`config.mk`:
```
export PLATFORM = sky130hd
export DESIGN_NAME = traffic_ctrl
export DESIGN_NICKNAME = d
export VERILOG_FILES = /design/src/rtl/traffic_pkg.sv /design/src/rtl/phase_timer.sv /design/src/rtl/traffic_ctrl.sv
export SDC_FILE = /design/constraint.sdc
export NUM_CORES = 1
export LEC_CHECK = 0
export BUFFER_PORTS_ARGS = -buffer_cell sky130_fd_sc_hd__buf_2
export CAP_MARGIN = 30
export CORE_AREA = 4 4 41 43
export CTS_CLUSTER_DIAMETER = 80
export DETAILED_ROUTE_END_ITERATION = 7
export DIE_AREA = 0 0 45 47
export PLACE_DENSITY = 0.64
export REMOVE_ABC_BUFFERS = 1
export SLEW_MARGIN = 20
export SYNTH_ARGS = -nofsm -noshare
export SYNTH_HDL_FRONTEND = slang
export SYNTH_SLANG_ARGS = --single-unit
```
`constraint.sdc`:
```
create_clock -name CLK -period 4 [get_ports CLK]
set_clock_uncertainty 0.15 [all_clocks]
set_input_delay 0.4 -clock CLK [delete_from_list [all_inputs] [get_ports CLK]]
set_output_delay 0.4 -clock CLK [all_outputs]
set_load 0.005 [all_outputs]
```
`src/rtl/traffic_pkg.sv`:
```
// Shared types and constants for the traffic light controller.
package traffic_pkg;

  // Phase timer width; the timer saturates at its all-ones value.
  localparam int unsigned TIMER_W = 4;

  // Light encodings driven on LA / LB.
  localparam logic [1:0] GREEN  = 2'b00;
  localparam logic [1:0] YELLOW = 2'b01;
  localparam logic [1:0] RED    = 2'b10;

  // Controller state; the encoding is visible on the S output.
  typedef enum logic [2:0] {
    StAg = 3'd0,
    StAy = 3'd1,
    StBg = 3'd2,
    StBy = 3'd3,
    StWk = 3'd4
  } state_t;

endpackage

```
`src/rtl/phase_timer.sv`:
```
// Saturating phase timer with synchronous clear and asynchronous active-high reset.
module phase_timer
  import traffic_pkg::*;
(
  input  logic               clk_i,
  input  logic               rst_i,
  input  logic               clr_i,
  output logic [TIMER_W-1:0] count_o
);

  // Count cycles spent in the current phase; hold at all-ones.
  always_ff @(posedge clk_i or posedge rst_i) begin
    if (rst_i) begin
      count_o <= '0;
    end else if (clr_i) begin
      count_o <= '0;
    end else if (count_o != '1) begin
      count_o <= count_o + 1'b1;
    end
  end

endmodule

```
`src/rtl/traffic_ctrl.sv`:
```
// Two-street traffic light controller with optional pedestrian all-red phase.
// Build option: define TRAFFIC_CTRL_PED_EN to enable the pedestrian logic; otherwise
// PED is ignored, WALK stays 0 and the walk state is never entered.
module traffic_ctrl
  import traffic_pkg::*;
#(
  parameter int unsigned MIN_GREEN     = 4,
  parameter int unsigned MAX_GREEN     = 10,
  parameter int unsigned YELLOW_CYCLES = 2,
  parameter int unsigned WALK_CYCLES   = 3
) (
  input  logic       CLK,
  input  logic       reset,
  input  logic       TA,
  input  logic       TB,
  input  logic       PED,
  output logic [1:0] LA,
  output logic [1:0] LB,
  output logic       WALK,
  output logic [2:0] S
);

  localparam logic [TIMER_W-1:0] MinLast  = TIMER_W'(MIN_GREEN - 1);
  localparam logic [TIMER_W-1:0] MaxLast  = TIMER_W'(MAX_GREEN - 1);
  localparam logic [TIMER_W-1:0] YelLast  = TIMER_W'(YELLOW_CYCLES - 1);
  localparam logic [TIMER_W-1:0] WalkLast = TIMER_W'(WALK_CYCLES - 1);

  state_t             state_q, state_d;
  logic [TIMER_W-1:0] timer;
  logic               ped_pend;
  logic               next_b;  // 1: street B gets the green after the walk phase

  phase_timer u_phase_timer (
    .clk_i   (CLK),
    .rst_i   (reset),
    .clr_i   (state_d != state_q),
    .count_o (timer)
  );

  // State register.
  always_ff @(posedge CLK or posedge reset) begin
    if (reset) begin
      state_q <= StAg;
    end else begin
      state_q <= state_d;
    end
  end

`ifdef TRAFFIC_CTRL_PED_EN
  logic ped_pend_q, ped_pend_d;
  logic next_b_q, next_b_d;

  // Pedestrian latch and street-to-serve-after-walk register.
  always_ff @(posedge CLK or posedge reset) begin
    if (reset) begin
      ped_pend_q <= 1'b0;
      next_b_q   <= 1'b1;
    end else begin
      ped_pend_q <= ped_pend_d;
      next_b_q   <= next_b_d;
    end
  end

  // Latch requests outside the walk phase; entering walk consumes the request.
  always_comb begin
    ped_pend_d = ped_pend_q;
    next_b_d   = next_b_q;
    if (PED && (state_q != StWk)) ped_pend_d = 1'b1;
    if ((state_d == StWk) && (state_q != StWk)) ped_pend_d = 1'b0;
    if ((state_q == StAg) && (state_d == StAy)) next_b_d = 1'b1;
    if ((state_q == StBg) && (state_d == StBy)) next_b_d = 1'b0;
  end

  assign ped_pend = ped_pend_q;
  assign next_b   = next_b_q;
`else
  logic unused_ped;
  assign unused_ped = PED;
  assign ped_pend   = 1'b0;
  assign next_b     = 1'b1;
`endif

  // Next-state logic. Green exit uses >= so a request arriving after the minimum
  // green (timer saturated or still counting) is still served.
  always_comb begin
    state_d = state_q;
    unique case (state_q)
      StAg: if ((TB || ped_pend) && ((!TA && timer >= MinLast) || timer >= MaxLast)) begin
        state_d = StAy;
      end
      StAy: if (timer == YelLast) begin
        state_d = ped_pend ? StWk : StBg;
      end
      StBg: if ((TA || ped_pend) && ((!TB && timer >= MinLast) || timer >= MaxLast)) begin
        state_d = StBy;
      end
      StBy: if (timer == YelLast) begin
        state_d = ped_pend ? StWk : StAg;
      end
      StWk: if (timer == WalkLast) begin
        state_d = next_b ? StBg : StAg;
      end
      default: state_d = StAg;
    endcase
  end

  // Moore output decode from the current state only.
  always_comb begin
    LA   = RED;
    LB   = RED;
    WALK = 1'b0;
    unique case (state_q)
      StAg: LA = GREEN;
      StAy: LA = YELLOW;
      StBg: LB = GREEN;
      StBy: LB = YELLOW;
      StWk: WALK = 1'b1;
      default: ;
    endcase
  end

  assign S = state_q;

endmodule
```
==> summary.md <==
| Metric | Value |
|---|---|
| Run status | `finished clean` |
| Min-delay src | `TB` |
| Number of enable flip-flop cells after synthesis | `0` |
| Hold Path Class | `primary input to register` |
| TNS Setup | `0 ns` |
| Largest family of logic cells by synthesized area | `simple AND/OR/NAND/NOR gates` |
| GPL Wtd Cong | `0.701` |
| Post-synthesis sequential area ratio | `0.341` |
| Vias in the first global route | `398` |
| Worst setup EP type | `register` |
| Post-Synth XOR/XNOR Area | `0.0171` |
| PD cells | `712 nW/um2` |
| Drt via density | `4.90` |
| Wire length of the first global-routing pass | `1660 um` |
| H-tree levels | `1` |
| Distinct cells, synth | `27` |
| Hold depth | `3` |
| RSZ-0062 raised after global routing | `no` |
| Initial antenna violation count | `0` |
| Share of flip-flops with an asynchronous set or reset | `1.00` |
| Fmax | `524 MHz` |
| Min cycle time layout | `1.91 ns` |
| Fraction of the mapped netlist area in simple logic gates | `0.261` |
| Pins Over Slew Limit | `0` |
| Flops & latches, synth | `7` |
| WL final | `934 um` |
| Dominant cells by area after synthesis | `dfrtp_1, ha_1, nor2_1` |
| Share of layout cells above drive strength 1 | `0.250` |
| Worst-margin pin slew | `0.423 ns` |
| Die height | `47 um` |
| Min-Delay Endpoint | `u_phase_timer.count_o[3]$_DFFE_PP0P_` |
| Die span in x | `45 um` |
| Worst EP required | `4.00 ns` |
| Drt wl/cell | `11.3 um` |
| Fill cells | `135` |
| Clk root buf | `clkbuf_4` |
| Number of nets with antenna violations after routing | `0` |
| Clock transition at path regs | `0.05 ns` |
| PortBufs | `11` |
| Final Hold Vio Count | `0` |
| # Post-CTS Setup Buffers | `0` |
| DRT iter0 DRCs | `4` |
| Crit Reg-Reg Startpoint | `u_phase_timer.count_o[1]$_DFFE_PP0P_` |
| Initial DRT Pass Iterations | `3` |
| # hold bufs at CTS | `1` |
| Clock Latency Late Sink | `0.24 ns` |
| R2R Path End | `S[0]$_DFF_PP0_` |
| Synth Cell Area | `513 um2` |
| Main synth FF type | `dfrtp_1` |
| Post-CTS Resized | `0` |
| VDD IR-drop max | `0.246 mV` |
| Vias post-DR | `407` |
| CTS Buf Count | `3` |
| # IOs | `13` |
| Reg2Reg Depth | `5` |
| Row count | `13` |
| CTS tree | `done` |
| Max-cap violations | `0` |
| Syn. warnings | `0` |
| Power consumption | `0.000425 W` |
| Diodes inserted | `0` |
| Die Area | `2120 um2` |
| Remaining Overflow, GRT | `0` |
| Drt drc | `0` |
| GRT Overall Usage | `0.109` |
| Arr. time, crit path | `1.91 ns` |
| Mux cell area share after synthesis | `0.0610` |
| Top-count cell post-synth | `dfrtp_1` |
| Area share of fa/ha/maj cells after synthesis | `0.0976` |
| Reg2reg setup slack | `2.09 ns` |
| Largest net degree at the start of global routing | `11` |
| Syn_area_per_cell | `9.33 um2` |
| Max transition margin | `0.715` |
| Compound-Gate Fraction of Synth Area | `0.134` |
| Area share of the largest cell type after synthesis | `0.341` |
| Final nets | `78` |
| Worst setup path class | `register to register` |
| Synth cell count leaders | `dfrtp_1, nor2_1, inv_1` |
| Dpl hpwl | `738 um` |
| Clock Tree Buf Depth | `2` |
| Area grow syn2layout | `16.3%` |
| Mapped Cells | `55` |
| Core area | `1300 um2` |
| Area leader, netlist | `dfrtp_1` |
| Clock tree sinks | `7` |
| Initial core utilization | `0.394` |
| Leakage dissipation | `0.308 nW` |
| Final setup violation count | `0` |
| Critical Path Source Type | `register` |
| Final worst-path cycle share | `0.477` |
| Critical-path maximum fanout | `5` |
registers in the layout, indices dropped and copies added, names as in the netlist:
signal and count:
u_phase_timer.count_o 4, S 3
cell usage in the layout (no fill, tap or decap), types with 2 or more instances in the layout:
cell type,netlist,layout
and2b_1,2,2
buf_2,0,11
clkbuf_4,0,3
dfrtp_1,7,7
ha_1,4,4
inv_1,5,5
mux2i_1,2,2
nand3_1,3,3
nand3b_1,2,2
nor2_1,6,6
nor2b_1,2,2
nor3b_1,2,2
o2111ai_1,2,2
o21ai_0,2,2
metal layers:
layer,GRT usage,wire (um),vias to the layer above
met2,0.175,459,5
li1,-,-,214
met4,0.0702,15,0
met3,0.0230,26,2
met1,0.133,433,186
met5,0,0,-
where the power goes:
part | internal, W | total [W] | switching (W)
clock | 0.0000378 | 0.0000605 | 0.0000226
sequential | 0.000103 | 0.000153 | 0.0000499
combinational | 0.000112 | 0.000212 | 0.000100
how the worst max path moves through the flow:
stage | slack [ns] | to | cells past startpoint | start
final | 2.09 | S[0]$_DFF_PP0_ | 5 | u_phase_timer.count_o[1]$_DFFE_PP0P_
after global routing | 1.99 | S[0]$_DFF_PP0_ | 5 | u_phase_timer.count_o[1]$_DFFE_PP0P_
after CTS | 2.09 | S[0]$_DFF_PP0_ | 5 | u_phase_timer.count_o[1]$_DFFE_PP0P_
after detailed placement | 2.11 | S[0]$_DFF_PP0_ | 5 | u_phase_timer.count_o[1]$_DFFE_PP0P_
after global placement | 2.11 | S[0]$_DFF_PP0_ | 5 | u_phase_timer.count_o[1]$_DFFE_PP0P_
after floorplan | 2.31 | S[0]$_DFF_PP0_ | 5 | u_phase_timer.count_o[1]$_DFFE_PP0P_
cells by family (layout without fill, tap and decap cells):
group,Yosys count,count (layout)
XOR/XNOR,1,1
buffers and inverters,8,21
adder cells (fa/ha/maj),4,4
flip-flops,7,7
AO/OA/AOI/OAI,9,9
multiplexers,3,3
AND/OR/NAND/NOR,23,23
final cells by class:
| cell class | instances | area (um2) | share of cell area |
|---|---|---|---|
| multi-input combinational | 40 | 293 | 0.491 |
| sequential | 7 | 175 | 0.294 |
| timing repair buffer | 12 | 65.1 | 0.109 |
| clock buffer | 4 | 26.3 | 0.0440 |
| inverter | 5 | 18.8 | 0.0314 |
| tap | 15 | 18.8 | 0.0314 |
per-stage QoR:
| stage | setup slack [ns] | utilization | instance area, um2 | cells | hold WS, ns |
|---|---|---|---|---|---|
| final | 2.09 | 0.459 | 597 | 83 | 0.373 |
| after global routing | 1.99 | 0.459 | 597 | 83 | 0.384 |
| after CTS | 2.09 | 0.459 | 597 | 83 | 0.374 |
| after detailed placement | 2.11 | 0.431 | 561 | 78 | 0.181 |
| after global placement | 2.11 | 0.431 | 561 | 78 | 0.177 |
| after floorplan | 2.31 | - | 487 | 52 | 0.0534 |
worst max-delay path, stage by stage (launching register included):
cell and delay, ns:
dfrtp_1 0.40, ha_1 0.25, nor3_1 0.07, or4_1 0.49
a31oi_2 0.28, o21bai_1 0.18
(Power assumes the default switching activity.)
